[config.mk]
export PLATFORM = sky130hd
export DESIGN_NAME = packet_injector_flat
export DESIGN_NICKNAME = d
export VERILOG_FILES = /design/src/rtl/packet_injector_if.sv /design/src/rtl/packet_injector.sv /design/src/flat_wrapper.sv
export SDC_FILE = /design/constraint.sdc
export NUM_CORES = 1
export LEC_CHECK = 0
export CAP_MARGIN = 40
export CORE_MARGIN = 2
export CORE_UTILIZATION = 50
export CTS_CLUSTER_SIZE = 28
export DETAILED_ROUTE_END_ITERATION = 10
export GPL_TIMING_DRIVEN = 0
export PLACE_DENSITY = 0.82
export SLEW_MARGIN = 20
export SYNTH_ARGS = -nofsm -noshare
export SYNTH_HDL_FRONTEND = slang
export SYNTH_SLANG_ARGS = --single-unit
[constraint.sdc]
create_clock -name clk -period 6.9 [get_ports clk]
set_clock_uncertainty 0.2 [all_clocks]
set_input_delay 2.07 -clock clk [delete_from_list [all_inputs] [get_ports clk]]
set_output_delay 2.07 -clock clk [all_outputs]
set_load 0.03 [all_outputs]
[src/rtl/packet_injector_if.sv]
// Injection-port bundle: packet request handshake, flit channel toward the
// router, credit return and status flags.
interface packet_injector_if #(
  parameter int num_vcs           = 4,
  parameter int buffer_size       = 8,
  parameter int max_payload_length = 4,
  parameter int flit_data_width   = 64,
  parameter int router_addr_width = 4
);
  localparam int vc_idx_width    = $clog2(num_vcs);
  localparam int len_width       = $clog2(max_payload_length + 1);
  localparam int flow_ctrl_width = 1 + vc_idx_width;
  localparam int channel_width   = 3 + vc_idx_width + flit_data_width;

  logic                         req_valid;
  logic                         req_ready;
  logic [vc_idx_width-1:0]      req_vc;
  logic [router_addr_width-1:0] req_dest;
  logic [len_width-1:0]         req_length;
  logic [flit_data_width-1:0]   req_data;
  logic [channel_width-1:0]     channel_out;
  logic [flow_ctrl_width-1:0]   flow_ctrl_in;
  logic                         busy;
  logic                         error;

  modport master (
    output req_valid, req_vc, req_dest, req_length, req_data, flow_ctrl_in,
    input  req_ready, channel_out, busy, error
  );

  modport slave (
    input  req_valid, req_vc, req_dest, req_length, req_data, flow_ctrl_in,
    output req_ready, channel_out, busy, error
  );
endinterface

[src/rtl/packet_injector.sv]
// Credit-based packet injector: turns one request into a head flit plus up to
// max_payload_length body flits, stalling per VC whenever credits run out.
module packet_injector #(
  parameter int num_vcs            = 4,
  parameter int buffer_size        = 8,
  parameter int max_payload_length = 4,
  parameter int flit_data_width    = 64,
  parameter int router_addr_width  = 4
) (
  input logic clk,
  input logic reset,
  packet_injector_if.slave bus
);
  localparam int vc_idx_width  = $clog2(num_vcs);
  localparam int len_width     = $clog2(max_payload_length + 1);
  localparam int cred_width    = $clog2(buffer_size + 1);
  localparam int channel_width = 3 + vc_idx_width + flit_data_width;

  typedef enum logic {IDLE, SEND} state_t;

  state_t                       state;
  logic                         ready_q;
  logic                         busy_q;
  logic                         error_q;
  logic [channel_width-1:0]     channel_q;
  logic [vc_idx_width-1:0]      cur_vc;
  logic [router_addr_width-1:0] cur_dest;
  logic [len_width-1:0]         cur_len;
  logic [flit_data_width-1:0]   cur_data;
  logic [len_width-1:0]         flit_idx;
  logic [cred_width-1:0]        credit [num_vcs];

  logic                         ret_valid;
  logic [vc_idx_width-1:0]      ret_vc;
  logic                         issue;
  logic                         is_head;
  logic                         is_tail;
  logic [flit_data_width-1:0]   flit_data;
  logic [num_vcs-1:0]           ret_hit;
  logic [num_vcs-1:0]           take_hit;

  assign {ret_valid, ret_vc} = bus.flow_ctrl_in;

  // Only the registered count gates issue, so a credit returned this cycle
  // cannot be spent until the next one.
  assign issue   = (state == SEND) && (credit[cur_vc] != '0);
  assign is_head = (flit_idx == '0);
  assign is_tail = (flit_idx == cur_len);

  always_comb begin
    flit_data = '0;
    if (is_head)
      flit_data[router_addr_width-1:0] = cur_dest;
    else
      flit_data = cur_data + flit_data_width'(flit_idx - len_width'(1));
  end

  always_comb begin
    ret_hit  = '0;
    take_hit = '0;
    for (int v = 0; v < num_vcs; v++) begin
      ret_hit[v]  = ret_valid && (ret_vc == vc_idx_width'(v));
      take_hit[v] = issue && (cur_vc == vc_idx_width'(v));
    end
  end

  always_ff @(posedge clk or posedge reset) begin
    if (reset) begin
      state     <= IDLE;
      ready_q   <= 1'b1;
      busy_q    <= 1'b0;
      channel_q <= '0;
      cur_vc    <= '0;
      cur_dest  <= '0;
      cur_len   <= '0;
      cur_data  <= '0;
      flit_idx  <= '0;
    end else begin
      channel_q <= '0;
      case (state)
        IDLE: begin
          if (bus.req_valid) begin
            cur_vc   <= bus.req_vc;
            cur_dest <= bus.req_dest;
            cur_len  <= bus.req_length;
            cur_data <= bus.req_data;
            flit_idx <= '0;
            state    <= SEND;
            ready_q  <= 1'b0;
            busy_q   <= 1'b1;
          end
        end
        SEND: begin
          if (issue) begin
            channel_q <= {1'b1, cur_vc, is_head, is_tail, flit_data};
            flit_idx  <= flit_idx + len_width'(1);
            if (is_tail) begin
              state   <= IDLE;
              ready_q <= 1'b1;
              busy_q  <= 1'b0;
            end
          end
        end
        default: state <= IDLE;
      endcase
    end
  end

  // A return and a spend on the same VC cancel; a return into a full counter
  // is dropped and latched as an overflow error.
  always_ff @(posedge clk or posedge reset) begin
    if (reset) begin
      error_q <= 1'b0;
      for (int v = 0; v < num_vcs; v++)
        credit[v] <= cred_width'(buffer_size);
    end else begin
      for (int v = 0; v < num_vcs; v++) begin
        if (ret_hit[v] && !take_hit[v]) begin
          if (credit[v] == cred_width'(buffer_size))
            error_q <= 1'b1;
          else
            credit[v] <= credit[v] + cred_width'(1);
        end else if (take_hit[v] && !ret_hit[v]) begin
          credit[v] <= credit[v] - cred_width'(1);
        end
      end
    end
  end

  assign bus.req_ready   = ready_q;
  assign bus.busy        = busy_q;
  assign bus.error       = error_q;
  assign bus.channel_out = channel_q;
endmodule
[src/flat_wrapper.sv]
// flat-port wrapper written by rule: the top's interface ports become plain ports
module packet_injector_flat 
#(
  parameter int num_vcs            = 4,
  parameter int buffer_size        = 8,
  parameter int max_payload_length = 4,
  parameter int flit_data_width    = 64,
  parameter int router_addr_width  = 4
)
  (clk, reset, bus_req_valid, bus_req_vc, bus_req_dest, bus_req_length, bus_req_data, bus_flow_ctrl_in, bus_req_ready, bus_channel_out, bus_busy, bus_error);
  packet_injector_if #(.num_vcs(num_vcs), .buffer_size(buffer_size), .max_payload_length(max_payload_length), .flit_data_width(flit_data_width), .router_addr_width(router_addr_width)) bus_i ();
  input logic clk;
  input logic reset;
  input wire logic [$bits(bus_i.req_valid)-1:0] bus_req_valid;
  input wire logic [$bits(bus_i.req_vc)-1:0] bus_req_vc;
  input wire logic [$bits(bus_i.req_dest)-1:0] bus_req_dest;
  input wire logic [$bits(bus_i.req_length)-1:0] bus_req_length;
  input wire logic [$bits(bus_i.req_data)-1:0] bus_req_data;
  input wire logic [$bits(bus_i.flow_ctrl_in)-1:0] bus_flow_ctrl_in;
  output wire logic [$bits(bus_i.req_ready)-1:0] bus_req_ready;
  output wire logic [$bits(bus_i.channel_out)-1:0] bus_channel_out;
  output wire logic [$bits(bus_i.busy)-1:0] bus_busy;
  output wire logic [$bits(bus_i.error)-1:0] bus_error;
  assign bus_i.req_valid = bus_req_valid;
  assign bus_i.req_vc = bus_req_vc;
  assign bus_i.req_dest = bus_req_dest;
  assign bus_i.req_length = bus_req_length;
  assign bus_i.req_data = bus_req_data;
  assign bus_i.flow_ctrl_in = bus_flow_ctrl_in;
  assign bus_req_ready = bus_i.req_ready;
  assign bus_channel_out = bus_i.channel_out;
  assign bus_busy = bus_i.busy;
  assign bus_error = bus_i.error;
  packet_injector #(.num_vcs(num_vcs), .buffer_size(buffer_size), .max_payload_length(max_payload_length), .flit_data_width(flit_data_width), .router_addr_width(router_addr_width)) u_core (.clk(clk), .reset(reset), .bus(bus_i));
endmodule
==> impl_metrics.py, run 1 <==
metrics = {
    "worst_hold_path": {
        "hp-start": "u_core.bus.req_ready",
        "hold_class": "register to register",
        "hold_end": "u_core.bus.req_ready",
        "hold_depth": 2,
    },
    "clock_network": {
        "post_cts_buffers": 0,
        "clockBufferDepth": 2,
        "cts_tree": "yes",
        "path_clk_slew_ps": 70,
        "post_cts_resized": 0,
        "worstSkewPairLatency_ps": 440,
        "cts_made_buffers": 17,
        "clock-sinks": 165,
        "cts-root-buf": "clkbuf_16",
        "h-tree-depth": 4,
        "hold_buffers": 0,
    },
    "floorplanning": {
        "coreArea_um2": 19500,
        "die-area_um2": 21100,
        "ios": 151,
        "start_util": 0.512,
        "num_rows": 51,
        "die_w_um": 145,
        "die_h_um": 145,
    },
    "worst_setup_path": {
        "crit_fanout": 13,
        "cp_data_required_time_ps": 7000,
        "max_stage_delay_ps": 500,
        "cp_common_cell": "buf_8",
        "rr_worst_depth": 15,
        "slowest_stage": "nor3_4",
        "crit_path_end_kind": "register",
        "crit_chain": "clkbuf_1, nor3_4, buf_8, buf_8, ha_1, and2_1, and3_1, a211oi_1, a21boi_0, a21boi_1, o211a_1, o41ai_4, a21oi_1, xor2_1, nor2_1",
        "r2r_setup_slack_ps": 2360,
        "rr_startpoint": "u_core.flit_idx[2]",
        "reg2reg_to": "u_core.bus.channel_out[60]",
        "arrival_ps": 4650,
        "start_kind": "register",
        "critPathKind": "register to register",
    },
    "synthesis": {
        "synth_top_family_by_area": "compound AO/OA/AOI/OAI gates",
        "ys_types": 71,
        "synthMuxAreaShare": 0.0940,
        "ys_seq_elements": 165,
        "ys.flop_type": "dfrtp_1",
        "synth.top_cell.area_share": 0.401,
        "synth_compound_area_frac": 0.167,
        "synthTopCellsByArea": "dfrtp_1, ha_1, mux2_2",
        "synth_warnings": 0,
        "syn_nets": 1156,
        "syn_area_um2": 10000,
        "yosys.area_share.adder": 0.103,
        "synthCells": 998,
        "avgSynthCellArea_um2": 10.0,
        "yosys.area.top_type": "dfrtp_1",
        "synth-xor-area-share": 0.0613,
        "seq_area_frac_synth": 0.414,
        "synth_edf_count": 0,
        "synthSimpleGateAreaFrac": 0.138,
        "synthArstFlopShare": 1.00,
    },
    "timing": {
        "drv_slew": 0,
        "fin_setup_tns_ps": 0,
        "timing.fmax_ghz": 0.220,
        "worst_pin_slew_ps": 742,
        "setup_viol_count_final": 0,
        "final.min_clock_period_ps": 4540,
        "rsz0062_at_grt": "false",
        "hold_violations": 0,
        "layout_setup_ws_ps": 2360,
        "max_slew_margin": 0.506,
        "finalCritPeriodShare": 0.659,
    },
    "detailed_routing": {
        "ant_nets": 0,
        "totalWireLength_um": 24100,
        "wire_per_inst_um": 16.6,
        "via_count": 8155,
        "firstDrtPassIters": 5,
        "viasPerCell": 5.62,
        "drt_iter0_markers": 480,
        "drc": 0,
    },
    "finish": {
        "drive_gt1_frac": 0.132,
        "fin_cells": 1451,
        "final_nets": 1331,
        "area_delta_synth_final_pct": 25.6,
        "num_antenna_cells": 0,
        "finish.utilization": 0.643,
    },
    "grt": {
        "grt_max_degree": 86,
        "first_global_vias": 8125,
        "antenna_found_initial": 0,
        "grt.total_usage": 0.235,
        "grt.overflow.total": 0,
        "grt_pass1_wl_um": 40400,
    },
    "placed_design": {
        "place_hpwl_um": 17900,
        "pre_cts_ws_ps": 1990,
        "gp_congestion": 0.934,
        "placed_cells": 1418,
        "place.port_buffers": 150,
    },
    "run_status": {
        "run_status": "finished, final reports clean",
    },
    "flow_run": {
        "maxCapViolCount": 0,
    },
}
[cell type report]
cell class | instances | area, um2
buffer | 36 | 141
clock buffer | 20 | 467
clock inverter | 12 | 143
fill | 1577 | 6970
inverter | 23 | 93.8
multi-input combinational | 774 | 5640
sequential | 165 | 4140
tap | 265 | 332
timing repair buffer | 156 | 1600
[critical path: cells and delay by family (launching register included)]
kind,cells,cell delay [ps]
AND/OR/NAND/NOR,4,980
buffers and inverters,3,610
adder cells (fa/ha/maj),1,310
XOR/XNOR,1,270
AO/OA/AOI/OAI,6,1690
flip-flops,1,360
[state kept, by name, indices dropped and copies added, names as in the netlist]
name and flops:
u_core.cur_data 64, u_core.flit_idx 3, u_core.bus.error 1, u_core.state 1, u_core.bus.channel_out 69, u_core.cur_len 3, u_core.bus.req_ready 1, u_core.cur_vc 2
u_core.cur_dest 4, u_core.credit 16, u_core.bus.busy 1
[layer usage]
layer,global-route usage,up-vias,routed length (um)
met3,0.0408,50,1100
met4,0.0868,0,696
met1,0.311,3913,10800
li1,-,3955,-
met2,0.392,237,11500
met5,0,-,0
[worst max-delay path by stage]
stage                       start                          to  slack, ps  cells after the start
2_1_floorplan               reset             u_core.bus.busy        180                      1
3_3_place_gp                reset         u_core.cur_data[36]      -1880                      2
3_5_place_dp        bus_req_valid         u_core.cur_data[14]       1990                      5
4_1_cts             bus_req_valid         u_core.cur_data[19]       2440                      5
5_1_grt        u_core.flit_idx[2]  u_core.bus.channel_out[60]       2100                     16
6_report       u_core.flit_idx[2]  u_core.bus.channel_out[60]       2360                     15
[logic make-up after synthesis]
kind of cell,after synthesis
muxes,83
xor gates and xnor gates,70
buffers and inverters,59
AOI/OAI and AO/OA,251
and+or+nand+nor,291
adders and majority gates,79
DFF,165
[cell usage in the layout (no fill, tap or decap), types with 33 or more instances in the layout]
cell type and count:
nand2_1 82, mux2_2 77, a21oi_1 89, ha_1 74, a21o_1 34, clkdlybuf4s50_1 150, nor2_1 94, xor2_1 33
o21ai_0 41, dfrtp_1 160, xnor2_1 37
[synthesized netlist by cell type, types with 3 or more instances]
cell type / count
o21a_1: 8
o21bai_1: 17
nand2b_1: 8
nor2_1: 94
nor4_1: 7
o21ai_2: 4
buf_2: 5
or3_1: 5
o31ai_1: 7
a211oi_1: 5
a21o_1: 34
mux2i_1: 5
and4_1: 3
xnor2_1: 37
a21oi_1: 89
o21ai_0: 41
nor2b_1: 8
ha_1: 74
dfrtp_1: 160
nand3_1: 13
nand2_1: 82
a31oi_1: 10
and3_1: 7
mux2_2: 77
o211ai_1: 3
fa_1: 5
and2_1: 9
inv_1: 22
xor2_1: 33
o21ai_1: 3
dfstp_2: 5
clkbuf_1: 30
nor3_1: 22
a21boi_0: 4
nand4_1: 20
[metrics by stage]
stage	hold WS (ps)	cell area (um2)
floorplan	281	10000
global placement	266	11800
detailed placement	271	11900
CTS	284	12500
global route	315	12600
finish	280	12600
Power of run 1 is left out: the tool's default activity adds up to more than one toggle a clock period on the data nets, which glitch-free logic cannot reach.
==> run 2: changes to the inputs <==
- clock period: 6.9 -> 3.9 ns (I/O delays scaled with it)
==> run 2 against run 1 <==
Effect of this change: critical path depth rose by 2; sequential cell count did not move; wire length rose by 3.5%; final area rose by 2.7%; largest cell class unchanged.
==> impl_metrics.py, run 2 (synthesis gave the netlist of run 1 again) <==
metrics = {
    "run_status": {
        "run_status": "finished, final reports clean",
    },
    "grt": {
        "first_global_vias": 8249,
        "grt_max_degree": 38,
        "antenna_found_initial": 1,
        "grt.total_usage": 0.240,
        "grt.overflow.total": 0,
        "grt_pass1_wl_um": 41100,
    },
    "worst_setup_path": {
        "arrival_ps": 3940,
        "crit_path_end_kind": "register",
        "crit_fanout": 16,
        "r2r_setup_slack_ps": 90,
        "start_kind": "register",
        "critPathKind": "register to register",
        "rr_worst_depth": 17,
        "cp_data_required_time_ps": 4030,
    },
    "timing": {
        "worst_pin_slew_ps": 750,
        "drv_slew": 0,
        "max_slew_margin": 0.500,
        "timing.fmax_ghz": 0.262,
        "setup_viol_count_final": 0,
        "hold_violations": 0,
        "finalCritPeriodShare": 0.978,
        "final.min_clock_period_ps": 3810,
        "fin_hold_ws_ps": 276,
    },
    "clock_network": {
        "path_clk_slew_ps": 70,
        "cts-root-buf": "clkbuf_16",
        "worstSkewPairLatency_ps": 440,
        "cts_made_buffers": 17,
        "cts_tree": "yes",
        "hold_buffers": 0,
        "h-tree-depth": 4,
        "clock-sinks": 165,
        "clockBufferDepth": 2,
    },
    "finish": {
        "largest_register_ffs": 69,
        "final_nets": 1343,
        "most-common-layout-cells": "dfrtp_1, clkdlybuf4s50_1, nor2_1",
        "area_delta_synth_final_pct": 28.9,
        "seq_area_um2": 4140,
        "final_common_cell": "dfrtp_1",
        "fill_cells": 1579,
        "multi_input_area_um2": 5770,
        "drive_gt1_frac": 0.165,
    },
    "flow_run": {
        "maxCapViolCount": 0,
    },
    "floorplanning": {
        "die-area_um2": 21100,
        "ios": 151,
        "start_util": 0.512,
        "die_h_um": 145,
        "die_w_um": 145,
        "coreArea_um2": 19500,
        "num_rows": 51,
    },
    "detailed_routing": {
        "viasPerCell": 5.65,
        "drc": 0,
        "firstDrtPassIters": 5,
        "wire_per_inst_um": 17.0,
        "via_count": 8268,
        "totalWireLength_um": 24900,
        "ant_nets": 0,
        "drt_iter0_markers": 649,
    },
    "placed_design": {
        "gp_congestion": 0.885,
        "place_hpwl_um": 18600,
        "place.port_buffers": 150,
    },
    "worst_hold_path": {
        "hold_class": "register to register",
        "hold_depth": 2,
    },
}
==> run 2: changes by cell type in the layout (fill, tap and decap cells not counted), moves of 3 or more <==
cell | before | now
a21oi_1 | 89 | 80
a21oi_2 | 1 | 9
a31oi_1 | 10 | 7
a31oi_2 | 0 | 3
buf_12 | 0 | 6
buf_2 | 5 | 1
buf_4 | 1 | 12
clkbuf_1 | 30 | 26
clkinv_4 | 1 | 4
o21ai_0 | 41 | 34
o21ai_1 | 3 | 9
==> run 2: stage by stage <==
step                instances  cell area [um2]  setup TNS (ps)   util  setup slack [ps]
global route             1464            12900           -15.1  0.660             -10.8
CTS                      1458            12800               0  0.656              17.8
detailed placement       1422            12100           -2300  0.620              -246
floorplan                 998            10100           -8260      -              -464
finish                   1464            12900               0  0.660              87.3
global placement         1413            12000         -201130  0.612             -1620
==> run 2: area by class of cell <==
type	count	area share
flip-flops and latches	165	0.321
well taps	265	0.0257
repair buffers	169	0.135
plain buffers	35	0.0129
multi-input cells	774	0.448
inverters	23	0.00699
diodes	1	0.000194
clock inverters	15	0.0169
clock buffers	17	0.0330
==> run 2: critical path, stage by stage, from the launching register on <==
cell	delay, ps
dfrtp_1	370
clkbuf_8	160
nor3_4	170
buf_4	180
buf_8	170
ha_1	330
a21oi_2	180
o21ai_1	80
a31oi_1	200
o31ai_2	130
a311o_2	440
a21oi_4	160
buf_12	140
o31ai_4	50
buf_4	180
buf_4	140
buf_4	140
o211ai_1	260
==> run 2: worst paths after layout <==
path	startpoint	to
hold reg to reg	u_core.bus.req_ready	u_core.bus.req_ready
setup reg to reg	u_core.flit_idx[2]	u_core.bus.channel_out[43]
min in group asynchronous	reset	u_core.credit[4]
hold / removal	u_core.bus.req_ready	u_core.bus.req_ready
max in group asynchronous	reset	u_core.bus.req_ready
setup / recovery	u_core.flit_idx[2]	u_core.bus.channel_out[43]
==> run 2: routing by layer <==
layer  vias to the layer above  track usage  routed length [um]
met5                         -            0                   0
met4                         0       0.0730                 454
met3                        38       0.0436                1190
met2                       250        0.409               12200
met1                      4004        0.314               11000
li1                       3976            -                   -
==> run 2: timing repair <==
| action | CTS | global route |
|---|---|---|
| cloned | 0 | 0 |
| gates resized for setup | 2 | 9 |
| pin swaps | 1 | 4 |
| setup endpoints to repair | 19 | 16 |
| setup buffers | 4 | 5 |
Power of run 2 is left out for the same reason.
==> run 3: changes to the inputs <==
- ABC_AREA: not set -> 1
- CORE_UTILIZATION: 50 -> 52
- SLEW_MARGIN: 20 -> not set
==> run 3 against run 2 <==
Effect of this change: first-iteration DRC count grew 43%; count of clock-buffer cells in the layout is the same; worst setup slack gained 390 ps; wire length grew 44%; critical path depth shrank 2; synthesized cell count grew 93%; sequential share of layout area shrank 4.4 points; fmax grew 12%; cell count grew 67%; critical path type unchanged; highest routed layer unchanged.
==> impl_metrics.py, run 3 <==
metrics = {
    "synthesis": {
        "yosys.area_share.adder": 0.0834,
        "ys_seq_elements": 165,
        "synth_warnings": 0,
        "avgSynthCellArea_um2": 6.37,
        "ys.flop_type": "dfrtp_1",
        "synth.top_cell.area_share": 0.325,
        "seq_area_frac_synth": 0.336,
        "synth-xor-area-share": 0.0178,
        "ys_types": 41,
        "synthMuxAreaShare": 0,
        "synthArstFlopShare": 1.00,
        "netlist_top_cells_count": "nand2_1, inv_1, dfrtp_1, nor2_1, nand3_1",
        "synthSimpleGateAreaFrac": 0.382,
        "yosys.area.top_type": "dfrtp_1",
        "synth.most_common_cell": "nand2_1",
        "synthCells": 1930,
        "synth_compound_area_frac": 0.0614,
        "synth_edf_count": 0,
        "synthTopCellsByArea": "dfrtp_1, nand2_1, inv_1",
        "syn_nets": 2088,
        "synth_top_family_by_area": "simple AND/OR/NAND/NOR gates",
        "syn_area_um2": 12300,
    },
    "power_and_ir_drop": {
        "leakagePower_nw": 8.56,
        "peakVddDrop_mv": 0.421,
        "finalPower_mw": 14.7,
        "cellPowerDensity_nw_per_um2": 984,
    },
    "floorplanning": {
        "die-area_um2": 24900,
        "num_rows": 56,
        "die_h_um": 158,
        "ios": 151,
        "die_w_um": 158,
        "coreArea_um2": 23300,
        "start_util": 0.527,
    },
    "flow_run": {
        "maxCapViolCount": 0,
    },
    "detailed_routing": {
        "drc": 0,
        "ant_nets": 0,
        "viasPerCell": 4.96,
        "totalWireLength_um": 35900,
        "drt_iter0_markers": 928,
        "via_count": 12101,
        "firstDrtPassIters": 8,
        "wire_per_inst_um": 14.7,
    },
    "worst_setup_path": {
        "start_kind": "register",
        "crit_path_end_kind": "register",
        "rr_worst_depth": 15,
        "cp_data_required_time_ps": 4040,
        "crit_fanout": 21,
        "critPathKind": "register to register",
        "arrival_ps": 3560,
    },
    "timing": {
        "finalCritPeriodShare": 0.877,
        "hold_violations": 0,
        "rsz0062_at_grt": "false",
        "fin_hold_ws_ps": 277,
        "layout_setup_ws_ps": 481,
        "setup_viol_count_final": 0,
        "worst_pin_slew_ps": 643,
        "final.min_clock_period_ps": 3420,
        "max_slew_margin": 0.570,
        "drv_slew": 0,
        "timing.fmax_ghz": 0.293,
    },
    "clock_network": {
        "cts-root-buf": "clkbuf_16",
        "post_cts_buffers": 0,
        "clock-sinks": 165,
        "hold_buffers": 0,
        "clockBufferDepth": 2,
        "post_cts_resized": 0,
        "path_clk_slew_ps": 70,
        "cts_made_buffers": 17,
        "h-tree-depth": 4,
        "worstSkewPairLatency_ps": 440,
        "cts_tree": "yes",
    },
    "finish": {
        "num_antenna_cells": 0,
        "multi_input_area_um2": 6710,
        "largest_register_ffs": 69,
        "final_nets": 2264,
        "drive_gt1_frac": 0.0486,
        "seq_area_um2": 4140,
        "fill_cells": 2174,
        "finish.utilization": 0.640,
        "most-common-layout-cells": "nand2_1, inv_1, dfrtp_1",
        "fin_cells": 2438,
        "final_common_cell": "nand2_1",
        "area_delta_synth_final_pct": 21.4,
    },
    "placed_design": {
        "place_hpwl_um": 29400,
        "gp_congestion": 0.964,
        "pre_cts_ws_ps": 185,
        "placed_cells": 2406,
        "place.port_buffers": 150,
    },
    "grt": {
        "first_global_vias": 11503,
        "antenna_found_initial": 0,
        "grt.total_usage": 0.298,
        "grt_max_degree": 42,
        "grt_pass1_wl_um": 57100,
        "grt.overflow.total": 0,
    },
    "worst_hold_path": {
        "hold_depth": 2,
        "hold_class": "register to register",
    },
    "run_status": {
        "run_status": "finished, final reports clean",
    },
}
-- run 3: final cells by class --
cell class | count | share of cell area
multi-input combinational | 1386 | 0.449
sequential | 165 | 0.277
clock buffer | 17 | 0.0285
buffer | 21 | 0.00821
timing repair buffer | 157 | 0.109
tap | 319 | 0.0267
clock inverter | 15 | 0.0109
inverter | 358 | 0.0906
-- run 3: layer usage --
| layer | GRT usage | wire length, um |
|---|---|---|
| met5 | 0 | 0 |
| met4 | 0.0887 | 859 |
| met3 | 0.0298 | 1590 |
| met2 | 0.530 | 17400 |
| met1 | 0.383 | 16000 |
-- run 3: path summary, 6_finish.rpt --
path	startpoint	to	slack [ps]
setup / recovery	u_core.flit_idx[2]	u_core.bus.channel_out[55]	480
hold / removal	u_core.bus.req_ready	u_core.bus.req_ready	280
setup reg to reg	u_core.flit_idx[2]	u_core.bus.channel_out[55]	480
hold reg to reg	u_core.bus.req_ready	u_core.bus.req_ready	280
max in group asynchronous	reset	u_core.credit[7]	1750
min in group asynchronous	reset	u_core.cur_data[4]	900
-- run 3: per-stage QoR --
stage / instance area (um2) / setup TNS [ps]
after floorplan: 12300 / 0
after global placement: 14200 / -158810
after detailed placement: 14300 / 0
after CTS: 14900 / 0
after global routing: 14900 / 0
final: 14900 / 0
-- run 3: power breakdown --
group / switching [mW] / internal, mW / leakage [nW] / total [mW]
Clock: 0.812 / 0.910 / 0.288 / 1.72
Combinational: 6.57 / 3.36 / 6.19 / 9.93
Sequential: 0.505 / 2.54 / 2.08 / 3.04
-- run 3: logic make-up after synthesis --
logic type	count (synthesis)
simple gates	1154
fa+ha+maj	79
flops	165
compound gates	128
buf+inv	379
xor+xnor	25
-- run 3: worst max-delay path, cell delays in order, from the launching register on --
cell	delay, ps
dfrtp_1	370
clkbuf_1	200
nor3_4	230
buf_8	220
buf_8	210
ha_1	330
nand2_1	250
inv_1	70
nand2_1	70
nand2_1	100
a21oi_1	280
nand3_2	240
nand2_1	130
nand3_1	70
and2_1	140
nor2_1	180
Power figures use the tool's default switching activity.
